===== config.mk =====
export PLATFORM = sky130hd
export DESIGN_NAME = regfile_write_arbiter
export DESIGN_NICKNAME = d
export VERILOG_FILES = /design/src/rtl/regfile_write_arbiter.sv
export SDC_FILE = /design/constraint.sdc
export NUM_CORES = 1
export LEC_CHECK = 0
export BUFFER_PORTS_ARGS = -buffer_cell sky130_fd_sc_hd__clkbuf_2
export CAP_MARGIN = 30
export CORE_UTILIZATION = 43
export DETAILED_ROUTE_END_ITERATION = 10
export PLACE_DENSITY = 0.87
export SLEW_MARGIN = 40
export SYNTH_ARGS = -nofsm -noshare
export SYNTH_HDL_FRONTEND = slang
export SYNTH_SLANG_ARGS = --single-unit

===== constraint.sdc =====
create_clock -name clock -period 2.5 [get_ports clock]
set_input_delay 0.5 -clock clock [delete_from_list [all_inputs] [get_ports clock]]
set_output_delay 0.5 -clock clock [all_outputs]
set_load 0.02 [all_outputs]

===== src/rtl/regfile_write_arbiter.sv =====
// Arbitrates the register file's single write port among writeback, mult/div and I/O.
// WB has priority, MD/IO alternate round-robin, and starvation forces a one-cycle WB stall.
module regfile_write_arbiter #(
  parameter int unsigned STARVE_LIMIT = 4
) (
  input  logic        clock,
  input  logic        ctrl_reset_n,
  input  logic        wb_valid,
  input  logic [4:0]  wb_reg,
  input  logic [31:0] wb_data,
  input  logic        md_valid,
  input  logic [4:0]  md_reg,
  input  logic [31:0] md_data,
  output logic        md_ready,
  input  logic        io_valid,
  input  logic [4:0]  io_reg,
  input  logic [31:0] io_data,
  output logic        io_ready,
  output logic        stall_wb,
  output logic        ctrl_writeEnable,
  output logic [4:0]  ctrl_writeReg,
  output logic [31:0] data_writeReg
);

  localparam logic [3:0] LIMIT = 4'(STARVE_LIMIT);

  logic        rr_q, rr_d;
  logic [3:0]  md_cnt_q, md_cnt_d;
  logic [3:0]  io_cnt_q, io_cnt_d;
  logic        stall_q, stall_d;
  logic        we_q;
  logic [4:0]  wreg_q;
  logic [31:0] wdata_q;

  logic        wb_gnt, md_gnt, io_gnt, any_gnt;
  logic        md_lim, io_lim;
  logic [4:0]  sel_reg;
  logic [31:0] sel_data;

  assign md_lim = (md_cnt_q == LIMIT);
  assign io_lim = (io_cnt_q == LIMIT);

  // NOTE: every output of this block gets a default first, so no path can infer a latch.
  always_comb begin
    wb_gnt = 1'b0;
    md_gnt = 1'b0;
    io_gnt = 1'b0;
    if (ctrl_reset_n) begin
      if (wb_valid && !stall_q) begin
        wb_gnt = 1'b1;
      end else if (md_valid && !io_valid) begin
        md_gnt = 1'b1;
      end else if (io_valid && !md_valid) begin
        io_gnt = 1'b1;
      end else if (md_valid && io_valid) begin
        // A lone starved requester overrides the pointer; a tie falls back to round-robin.
        if (stall_q && (md_lim != io_lim)) begin
          md_gnt = md_lim;
          io_gnt = io_lim;
        end else if (rr_q) begin
          io_gnt = 1'b1;
        end else begin
          md_gnt = 1'b1;
        end
      end
    end
  end

  assign any_gnt = wb_gnt | md_gnt | io_gnt;

  always_comb begin
    sel_reg  = wb_reg;
    sel_data = wb_data;
    if (md_gnt) begin
      sel_reg  = md_reg;
      sel_data = md_data;
    end else if (io_gnt) begin
      sel_reg  = io_reg;
      sel_data = io_data;
    end
  end

  always_comb begin
    md_cnt_d = 4'd0;
    io_cnt_d = 4'd0;
    if (md_valid && !md_gnt) md_cnt_d = (md_cnt_q >= LIMIT) ? LIMIT : md_cnt_q + 4'd1;
    if (io_valid && !io_gnt) io_cnt_d = (io_cnt_q >= LIMIT) ? LIMIT : io_cnt_q + 4'd1;
    stall_d = (md_cnt_d == LIMIT) || (io_cnt_d == LIMIT);
    rr_d    = md_gnt ? 1'b1 : (io_gnt ? 1'b0 : rr_q);
  end

  // NOTE: state registers use non-blocking assignments so all of them update from pre-edge values.
  always_ff @(posedge clock) begin
    if (!ctrl_reset_n) begin
      rr_q     <= 1'b0;
      md_cnt_q <= 4'd0;
      io_cnt_q <= 4'd0;
      stall_q  <= 1'b0;
      we_q     <= 1'b0;
      wreg_q   <= 5'd0;
      wdata_q  <= 32'd0;
    end else begin
      rr_q     <= rr_d;
      md_cnt_q <= md_cnt_d;
      io_cnt_q <= io_cnt_d;
      stall_q  <= stall_d;
      // r0 is hardwired zero: the grant is consumed but the write is suppressed.
      we_q     <= any_gnt && (sel_reg != 5'd0);
      if (any_gnt) begin
        wreg_q  <= sel_reg;
        wdata_q <= sel_data;
      end
    end
  end

  assign md_ready         = md_gnt;
  assign io_ready         = io_gnt;
  assign stall_wb         = stall_q;
  assign ctrl_writeEnable = we_q;
  assign ctrl_writeReg    = wreg_q;
  assign data_writeReg    = wdata_q;

endmodule


* Yosys cells after proc, flatten, opt, wreduce, memory -nomap -nowiden
Cells that the tools add are included.
Widths: inputs -> output; s select.
** Operators by class
- Add/subtract/negate cells :: 2
- $lt $le $gt $ge :: 2
- Equality and inequality tests :: 5
- Multiplexer cells :: 26
- Bitwise logic cells :: 2
- Reduce and logical (&&, ||, !) cells :: 16
** Operators with widths (count)
- $mux 32 :: 2
- $mux 1 :: 18
- $eq 4x3->1 const B :: 4
- $mux 4 :: 4
- $mux 5 :: 2
- $add 4x1->4 const B :: 2
- $ge 4x3->1 const B :: 2
- $logic_and 1x1->1 :: 8
- $logic_not 1->1 :: 5
- $reduce_bool 5->1 :: 1
- $or 1x1->1 :: 2
- $reduce_bool 2->1 :: 1
- $logic_or 1x1->1 :: 1
- $ne 1x1->1 :: 1
** Storage, ports and cells
- Register bits :: 48
- Bits of input ports :: 116
- Output and inout bits :: 41
- Logic and storage cells :: 60

* Depth between registers and ports, before layout
Gate-level depths: netlist of the first run.
- Depth in word-level cells :: 14
- Mapped depth :: 11
- Mapped depth without buffers :: 9

* Worst setup path before layout of the first run
No wires, ideal clock.
- Path type :: register -> output
- Start point :: register md_cnt_q[0]
- End point :: output port io_ready
- Arrival :: 1.530 ns
- Required time :: 2.000 ns
- Setup slack :: 0.470 ns
- Cell stages (with the launch flop) :: 9
- Path buffers :: 2
- Cell sequence :: dfxtp_1 > inv_1 > ha_1 > and3b_1 > a21oi_1 > o21ai_4 > buf_6 > buf_2 > inv_1
** Between the ends
- Longest elaborated chain between the ends :: 9
** Ends and longest elaborated chain
- from (decl) :: line 28 : logic [3:0] md_cnt_q, md_cnt_d;
- from (signal assigned) :: line 104 : md_cnt_q <= md_cnt_d;
- $eq 4x3->1 :: line 40 : assign md_lim = (md_cnt_q == LIMIT);
- $ne 1x1->1 :: line 57 : if (stall_q && (md_lim != io_lim)) begin
- $logic_and 1x1->1 :: line 57
- $mux 1 :: line 57
- $mux 1 :: line 55 : end else if (md_valid && io_valid) begin
- $mux 1 :: line 53 : end else if (io_valid && !md_valid) begin
- $mux 1 :: line 51 : end else if (md_valid && !io_valid) begin
- $mux 1 :: line 49 : if (wb_valid && !stall_q) begin
- $mux 1 :: line 48 : if (ctrl_reset_n) begin
- to (decl) :: line 18 : output logic io_ready,
No other way between the ends.

* Worst setup path after layout of the first run
- Start point :: register io_cnt_q[0]
- End point :: output port md_ready
** Between the ends
- Longest elaborated chain between the ends :: 9
** Ends and longest elaborated chain
- from (decl) :: line 29 : logic [3:0] io_cnt_q, io_cnt_d;
- from (signal assigned) :: line 105 : io_cnt_q <= io_cnt_d;
- $eq 4x3->1 :: line 41 : assign io_lim = (io_cnt_q == LIMIT);
- $ne 1x1->1 :: line 57
- $logic_and 1x1->1 :: line 57
- $mux 1 :: line 57
- $mux 1 :: line 55
- $mux 1 :: line 53
- $mux 1 :: line 51
- $mux 1 :: line 49
- $mux 1 :: line 48
- to (decl) :: line 14 : output logic md_ready,
No other way between the ends.

==> results of run 1 <==
==> flip-flops by register name, indices dropped and copies added (netlist names) <==
signal	cells
ctrl_writeEnable	1
rr_q	1
io_cnt_q	4
stall_wb	1
md_cnt_q	4
ctrl_writeReg	5
data_writeReg	32
==> worst register-to-register path, delay by kind of cell, from the launching register on <==
family / cells / cell delay, ns
AND/OR/NAND/NOR: 2 / 0.24
buffers and inverters: 2 / 0.42
flip-flops: 1 / 0.35
multiplexers: 1 / 0.22
AO/OA/AOI/OAI: 3 / 0.62
adder cells (fa/ha/maj): 1 / 0.20
==> cells by family (layout without fill, tap and decap cells) <==
kind of cell,after synthesis,count (layout)
adder cells (fa/ha/maj),4,4
AO/OA/AOI/OAI,108,108
other,1,2
AND/OR/NAND/NOR,85,85
flip-flops,48,48
multiplexers,20,20
buffers and inverters,48,205
==> metal layers <==
layer | routed length, um | share of wire | GRT usage
met5 | 0 | 0 | 0
met4 | 97 | 0.014 | 0.05636
met3 | 583 | 0.084 | 0.05517
met2 | 3563 | 0.51 | 0.4328
met1 | 2724 | 0.39 | 0.2160
==> how the worst max path moves through the flow <==
stage	from	to	slack, ns
CTS	io_cnt_q[0]	md_ready	0.05
finish	io_cnt_q[0]	md_ready	0.23
global placement	io_cnt_q[0]	data_writeReg[29]	0.27
global route	io_cnt_q[0]	io_ready	0.09
floorplan	md_cnt_q[0]	io_ready	0.47
detailed placement	io_cnt_q[0]	data_writeReg[1]	0.22
==> cell usage in the layout (no fill, tap or decap), types with 3 or more instances in the layout <==
cell      count
clkbuf_8      6
buf_4        17
nand2_1      26
o21ai_1       7
nand3_1      21
and3_1        4
mux2i_1      20
o31ai_1      18
inv_1        24
a21boi_1      3
nor2_1       23
a22o_1       17
o21ai_0      31
clkbuf_2    156
dfxtp_1      48
ha_1          4
a211o_1       3
a21oi_1      22
==> per-stage QoR <==
| stage | worst slack, ns | cells | area [um2] |
|---|---|---|---|
| 3_5_place_dp | 0.2154 | 529 | 3382 |
| 3_3_place_gp | 0.2732 | 529 | 3382 |
| 4_1_cts | 0.04868 | 537 | 3472 |
| 5_1_grt | 0.08722 | 544 | 3525 |
| 2_1_floorplan | 0.4702 | 315 | 2575 |
| 6_report | 0.2286 | 544 | 3525 |
==> cell type report <==
class / instances / area (um2) / area share
Clock buffer: 8 / 90.09 / 0.02556
Inverter: 24 / 90.09 / 0.02556
Multi-Input combinational cell: 219 / 1385 / 0.3930
Sequential cell: 48 / 960.9 / 0.2726
Tap cell: 72 / 90.09 / 0.02556
Timing Repair Buffer: 173 / 908.4 / 0.2577
==> report_power, final <==
| group | internal (mW) | switching, mW |
|---|---|---|
| sequential | 0.839 | 0.0406 |
| clock | 0.226 | 0.239 |
| combinational | 0.222 | 0.287 |
| total | 1.29 | 0.567 |
==> what timing repair did <==
item / CTS / global route
resized for setup: 0 / 0
endpoints found under the setup margin: 0 / 2
endpoints found under the hold margin: 0 / 0
setup buffers: 0 / 7
==> run summary, run 1 <==
Die Area = 6292 um2
Distinct cells, synth = 34
CP max stage cell = a311o_2
sequence of cells on the critical path = inv_1, ha_1, nand4b_1, nand3_1, a311o_2, inv_1, clkbuf_2
register area share after synthesis = 0.3737
worst hold-check path type = flop to flop
Post-synth top flop = dfxtp_1
Nets = 591
Synth Instances = 314
Vert. Die Dim = 79.33 um
Total Wirelength = 6.969 mm
Reg2Reg Depth = 9
average cell area after synthesis = 8.189 um2
min Tclk post-route = 2.271 ns
largest family of logic cells by synthesized area = compound AO/OA/AOI/OAI gates
FF-to-FF setup slack = 0.32 ns
antenna violations before repair = 0
CP required = 2.00 ns
Netlist Area Pre-Place = 2571 um2
number of buffers added on ports = 156
CP Buf/Inv Count = 3
Hold Crit Endpoint = ctrl_writeReg[3]
placed wire-length estimate = 5.383 mm
Tot GR Track Use = 0.2160
# Max-Cap Violations = 0
beginning of the worst hold path = ctrl_writeReg[3]
ratio of final minimum period to clock period = 0.9086
Final GP Congestion = 0.8367
status = finished clean
WP data arrival = 1.77 ns
cts bufs inserted = 5
largest cells by area after synthesis = dfxtp_1 (37%), mux2i_1 (7.8%), o21ai_0 (6.0%)
fraction of layout cells with a size suffix above 1 = 0.3941
delay-heaviest family, CP = compound AO/OA/AOI/OAI gates
CP Launch Type = flop
clk root buf = clkbuf_8
DR vias/cell = 5.210
worst hold slack = 0.4641 ns
post-route DRC violation count = 0
vias in the first global route = 2,542
crit end category = output port
first-pass GRT wire length = 10.82 mm
Clock Latency Late Sink = 0.29 ns
RSZ-0062 raised after global routing = false
Post-Route Setup TNS = 0 ns
top cells by count, synth = dfxtp_1 (48), o21ai_0 (31), nand2_1 (26)
Rows = 27
wire per inst = 12.81 um
Synth Register Bits = 48
post-synthesis compound-gate area fraction = 0.2735
Final setup viols = 0
register clock-pin slew on the reported worst setup and hold paths = 0.08 ns
Worst Setup Path Type = flop to output port
First-pass DRT Iterations = 4
ys async rst share = 0
fmax = 0.4403 GHz
Post-CTS Hold Buffers = 0
simple-gate share of the synthesized area = 0.1591
peak supply drop = 0.3293 mV
power density over cell area = 526.3 nW/um2
final hold violation count = 0
Synth top area share = 0.3737
area leader, netlist = dfxtp_1
Detail Route Antenna Nets = 0
count leader, synth = dfxtp_1
Leakage = 1.913 nW
Die X = 79.33 um
Yosys Warn Count = 0
worst flop-to-flop path startpoint = io_cnt_q[0]
CTS tree = built
Bufs on Longest Clock Path = 2
# clock sinks = 48
adder-cell area share of the yosys netlist = 0.01946
post-synthesis mux area share = 0.07786
largest net degree at the start of global routing = 41
post-synthesis xor/xnor area fraction = 0
clk_skew = 0.004426 ns
RR Endpoint = data_writeReg[29]
crit path max fanout = 3
CP max stage delay = 0.40 ns
Layout fillers = 496
n_diodes = 0
grt ovf = 0
core footprint = 5642 um2
cell mode on critical path = inv_1
critical path depth = 7
Initial Util = 0.4558
Util after Layout = 0.6248
Hold Crit Depth = 2
# H-tree levels = 2
area growth from synthesis to layout = 37.08%
Post-synth EDFFs = 0
Slew Viols, Final = 0
Initial DRC Count = 109
Power Total = 1.855 mW
IO Pins = 157
routed via count = 2,834
Power figures use the tool's default switching activity.
==> run 2: changes to the inputs <==
--- a/config.mk
+++ b/config.mk
@@ -9,7 +9,7 @@
 export CAP_MARGIN = 30
 export CORE_UTILIZATION = 43
 export DETAILED_ROUTE_END_ITERATION = 10
-export PLACE_DENSITY = 0.87
+export PLACE_DENSITY = 0.78
 export SLEW_MARGIN = 40
 export SYNTH_ARGS = -nofsm -noshare
 export SYNTH_HDL_FRONTEND = slang
==> run summary, run 2 (same netlist as run 1, synthesis figures left out) <==
status = finished clean
wire per inst = 12.44 um
Clock Latency Late Sink = 0.29 ns
commonest cells after routing, fill and taps aside = clkbuf_2 (156), dfxtp_1 (48), o21ai_0 (31)
register clock-pin slew on the reported worst setup and hold paths = 0.08 ns
# H-tree levels = 2
clk_skew = 0.003539 ns
Largest register FFs = 32
power density over cell area = 545.4 nW/um2
Die X = 79.33 um
crit path max fanout = 5
antenna violations before repair = 0
largest net degree at the start of global routing = 41
fin cells = 543
Final GP Congestion = 0.7682
number of buffers added on ports = 156
RSZ-0062 raised after global routing = false
Post-Route Setup TNS = 0 ns
Initial DRC Count = 71
first-pass GRT wire length = 10.64 mm
grt ovf = 0
CP required = 2.00 ns
Worst Setup Path Type = flop to output port
post-route DRC violation count = 0
Layout Cell Area excl Fill = 3538 um2
routed via count = 2,820
dpl cells = 529
final hold violation count = 0
Nets = 590
Initial Util = 0.4558
FF-to-FF setup slack = 0.18 ns
cts bufs inserted = 5
area growth from synthesis to layout = 37.62%
Final setup viols = 0
Vert. Die Dim = 79.33 um
Layout fillers = 505
most common cell after layout, fill and taps aside = clkbuf_2
Detail Route Antenna Nets = 0
Die Area = 6292 um2
core footprint = 5642 um2
worst hold-check path type = flop to flop
Leakage = 1.916 nW
WP data arrival = 1.85 ns
vias in the first global route = 2,540
fraction of layout cells with a size suffix above 1 = 0.3992
DR vias/cell = 5.193
Slew Viols, Final = 0
# clock sinks = 48
CP Launch Type = flop
Bufs on Longest Clock Path = 2
ratio of final minimum period to clock period = 0.9400
Total Wirelength = 6.754 mm
placed wire-length estimate = 5.315 mm
# Max-Cap Violations = 0
IO Pins = 157
Post-DP Area = 3382 um2
n_diodes = 0
Rows = 27
peak supply drop = 0.3240 mV
CTS tree = built
fmax = 0.4255 GHz
Tot GR Track Use = 0.2126
First-pass DRT Iterations = 4
crit end category = output port
clk root buf = clkbuf_8
min Tclk post-route = 2.350 ns
run 2: per-layer routing:
metal | vias to the layer above | global-route usage | routed length (um) | share of wire
li1 | 1419 | - | - | -
met1 | 1271 | 0.2316 | 2802 | 0.41
met2 | 121 | 0.4069 | 3367 | 0.50
met3 | 9 | 0.04713 | 516 | 0.076
met4 | 0 | 0.05818 | 68 | 0.010
met5 | - | 0 | 0 | 0
run 2: worst max-delay path, stage by stage (launching register included):
cell and delay, ns:
dfxtp_1 0.36, inv_1 0.06, ha_1 0.21, nand4b_1 0.12, nand3_1 0.08, a311o_2 0.41
inv_2 0.13, clkbuf_2 0.19
run 2: power breakdown:
group / internal, mW / leakage (nW) / switching [mW] / total, mW
combinational: 0.221 / 1.46 / 0.287 / 0.508
sequential: 0.840 / 0.398 / 0.0420 / 0.882
clock: 0.296 / 0.0541 / 0.244 / 0.540
run 2: layout make-up:
| type | count | area, um2 | area share |
|---|---|---|---|
| Clock buffer | 5 | 68.82 | 0.01945 |
| Clock inverter | 3 | 42.54 | 0.01202 |
| Inverter | 24 | 90.09 | 0.02546 |
| Multi-Input combinational cell | 219 | 1385 | 0.3914 |
| Sequential cell | 48 | 960.9 | 0.2716 |
| Tap cell | 72 | 90.09 | 0.02546 |
| Timing Repair Buffer | 172 | 900.9 | 0.2546 |
run 2: final timing paths:
kind | from | end | depth (start not counted)
worst max register to register | io_cnt_q[0] | ctrl_writeEnable | 9
worst min register to register | ctrl_writeReg[3] | ctrl_writeReg[3] | 2
worst max-delay path | io_cnt_q[0] | md_ready | 7
worst min-delay path | ctrl_writeReg[3] | ctrl_writeReg[3] | 2
run 2: stage by stage:
step | util | total power, mW | hold WS [ns] | setup WS (ns)
CTS | 0.6192 | 1.949 | 0.4602 | 0.04242
global placement | 0.5995 | 1.390 | 0.4393 | 0.2269
detailed placement | 0.5995 | 1.403 | 0.4477 | 0.1160
floorplan | - | 1.198 | 0.4638 | 0.4702
global route | 0.6272 | 2.038 | 0.4843 | 0.04898
finish | 0.6272 | 1.930 | 0.4563 | 0.1500
run 2: repair_timing:
| item | 4_1_cts | 5_1_grt |
|---|---|---|
| resized for setup | 0 | 1 |
| setup endpoints to repair | 0 | 9 |
| setup buffers | 0 | 6 |
| hold buffers | 0 | 0 |
==> run 3: changes to the inputs <==
--- a/config.mk
+++ b/config.mk
@@ -5,9 +5,10 @@
 export SDC_FILE = /design/constraint.sdc
 export NUM_CORES = 1
 export LEC_CHECK = 0
+export ABC_AREA = 1
 export BUFFER_PORTS_ARGS = -buffer_cell sky130_fd_sc_hd__clkbuf_2
 export CAP_MARGIN = 30
-export CORE_UTILIZATION = 43
+export CORE_UTILIZATION = 44
 export DETAILED_ROUTE_END_ITERATION = 10
 export PLACE_DENSITY = 0.78
 export SLEW_MARGIN = 40
==> run summary, run 3 <==
Synth top area share = 0.3504
ratio of final minimum period to clock period = 0.9398
peak supply drop = 0.2590 mV
min Tclk post-route = 2.349 ns
Clock Latency Late Sink = 0.30 ns
Leakage = 1.925 nW
CP required = 2.00 ns
Netlist Area Pre-Place = 2743 um2
dpl cells = 609
Final setup viols = 0
Layout Cell Area excl Fill = 3627 um2
grt met1 use = 0.2547
Post-CTS Resized = 0
number of buffers added on ports = 156
commonest cells after routing, fill and taps aside = clkbuf_2 (156), nand2_1 (103), dfxtp_1 (48)
delay-heaviest family, CP = simple AND/OR/NAND/NOR gates
RSZ-0062 raised after global routing = false
Nets = 661
first-pass GRT wire length = 11.24 mm
met2 Resource Use GR = 0.4050
worst hold-check path type = primary input to flop
Synth Instances = 394
antenna violations before repair = 0
core footprint = 5956 um2
cell mode on critical path = nand2_1
Yosys Warn Count = 0
Post-CTS Setup Bufs = 0
Slew Viols, Final = 0
Util after Layout = 0.6090
power density over cell area = 528.4 nW/um2
WP data arrival = 1.85 ns
Post-synth top flop = dfxtp_1
met3 usage in global routing = 0.05618
final hold violation count = 0
placed wire-length estimate = 5.697 mm
# Max-Cap Violations = 0
Synth Register Bits = 48
fmax = 0.4256 GHz
Bufs on Longest Clock Path = 2
clk root buf = clkbuf_8
n_diodes = 0
Vert. Die Dim = 80.95 um
post-route DRC violation count = 0
average cell area after synthesis = 6.961 um2
Die Area = 6553 um2
Post-CTS Hold Buffers = 0
IO Pins = 157
ys async rst share = 0
CP Buf/Inv Count = 3
cts bufs inserted = 5
# clock sinks = 48
count leader, synth = nand2_1
largest cells by area after synthesis = dfxtp_1 (35%), nand2_1 (14%), nand3_1 (7.8%)
Largest register FFs = 32
status = finished clean
CP max stage cell = dfxtp_1
Final GP Congestion = 0.8194
routed via count = 2,996
clk_skew = 0.008936 ns
Power Total = 1.916 mW
Post-synth EDFFs = 0
sequence of cells on the critical path = inv_1, ha_1, nand2_1, nor2_1, nand2_1, nand3_2, nand2_2, nand3_4, nand2_4, inv_4, clkbuf_2
fin cells = 616
CP Launch Type = flop
CP max stage delay = 0.32 ns
Die X = 80.95 um
register area share after synthesis = 0.3504
Distinct cells, synth = 29
Rows = 28
DR vias/cell = 4.864
most common cell after layout, fill and taps aside = clkbuf_2
global routing's busiest layer = met2
largest net degree at the start of global routing = 48
Total Wirelength = 7.375 mm
# H-tree levels = 2
CTS tree = built
register clock-pin slew on the reported worst setup and hold paths = 0.08 ns
area leader, netlist = dfxtp_1
Worst Setup Path Type = flop to output port
Initial DRC Count = 110
wire per inst = 11.97 um
area growth from synthesis to layout = 32.25%
Post-Route Setup TNS = 0 ns
crit path max fanout = 21
Tot GR Track Use = 0.2226
Detail Route Antenna Nets = 0
Post-DP Area = 3540 um2
Initial Util = 0.4605
First-pass DRT Iterations = 4
fraction of layout cells with a size suffix above 1 = 0.4196
grt ovf = 0
vias in the first global route = 2,547
top cells by count, synth = nand2_1 (103), dfxtp_1 (48), nand3_1 (43)
crit end category = output port
-- run 3: cell types whose count changed after synthesis, sizes merged, moves of 9 or more --
| cell | previous run | this run |
|---|---|---|
| o211ai | 0 | 24 |
| nand3 | 22 | 45 |
| nand2 | 26 | 115 |
| inv | 24 | 40 |
| a22o | 17 | 0 |
| or2 | 0 | 20 |
| o31ai | 19 | 0 |
| nor2 | 25 | 16 |
| mux2i | 20 | 0 |
-- run 3: through the flow --
step	hold slack [ns]	setup WS (ns)
6_report	0.4563	0.1505
5_1_grt	0.4454	0.005756
4_1_cts	0.4505	0.1179
3_5_place_dp	0.4485	0.3855
3_3_place_gp	0.4454	0.4370
2_1_floorplan	0.4640	0.6536
-- run 3: final timing paths --
kind / start / depth (start not counted) / to / slack [ns]
worst min-delay path: md_data[8] / 3 / data_writeReg[8] / 0.46
worst max-delay path: md_cnt_q[0] / 11 / io_ready / 0.15
worst max register to register: io_cnt_q[0] / 16 / ctrl_writeReg[1] / 0.41
worst min register to register: data_writeReg[17] / 2 / data_writeReg[17] / 0.46
-- run 3: layer usage --
metal  part of all wire  vias up
met5                  0        -
met4              0.017        0
met3              0.082       13
met2               0.48      118
met1               0.42     1294
li1                   -     1571
-- run 3: kinds of logic after synthesis --
group | synth area share
AND/OR/NAND/NOR | 0.3339
AO/OA/AOI/OAI | 0.1889
flip-flops | 0.3504
buffers and inverters | 0.1072
other | 0.001367
adder cells (fa/ha/maj) | 0.01825
-- run 3: final cells by class --
type / instances / area, um2
clock buffers: 6 / 72.57
fillers: 584 / 2328
well taps: 75 / 93.84
inverters: 40 / 160.2
flip-flops and latches: 48 / 960.9
multi-input cells: 284 / 1496
clock inverters: 1 / 5.005
repair buffers: 162 / 838.3
-- run 3: where the power goes --
| part | internal, mW | leakage, nW | switching, mW |
|---|---|---|---|
| clock network | 0.190 | 0.0410 | 0.235 |
| logic | 0.236 | 1.49 | 0.359 |
| registers | 0.849 | 0.398 | 0.0476 |
-- run 3: tightest hold or removal path: cells and delay by family --
family,cells,cell delay (ns)
AOI/OAI and AO/OA,1,0.08
buffers and inverters,1,0.08
and+or+nand+nor,1,0.06
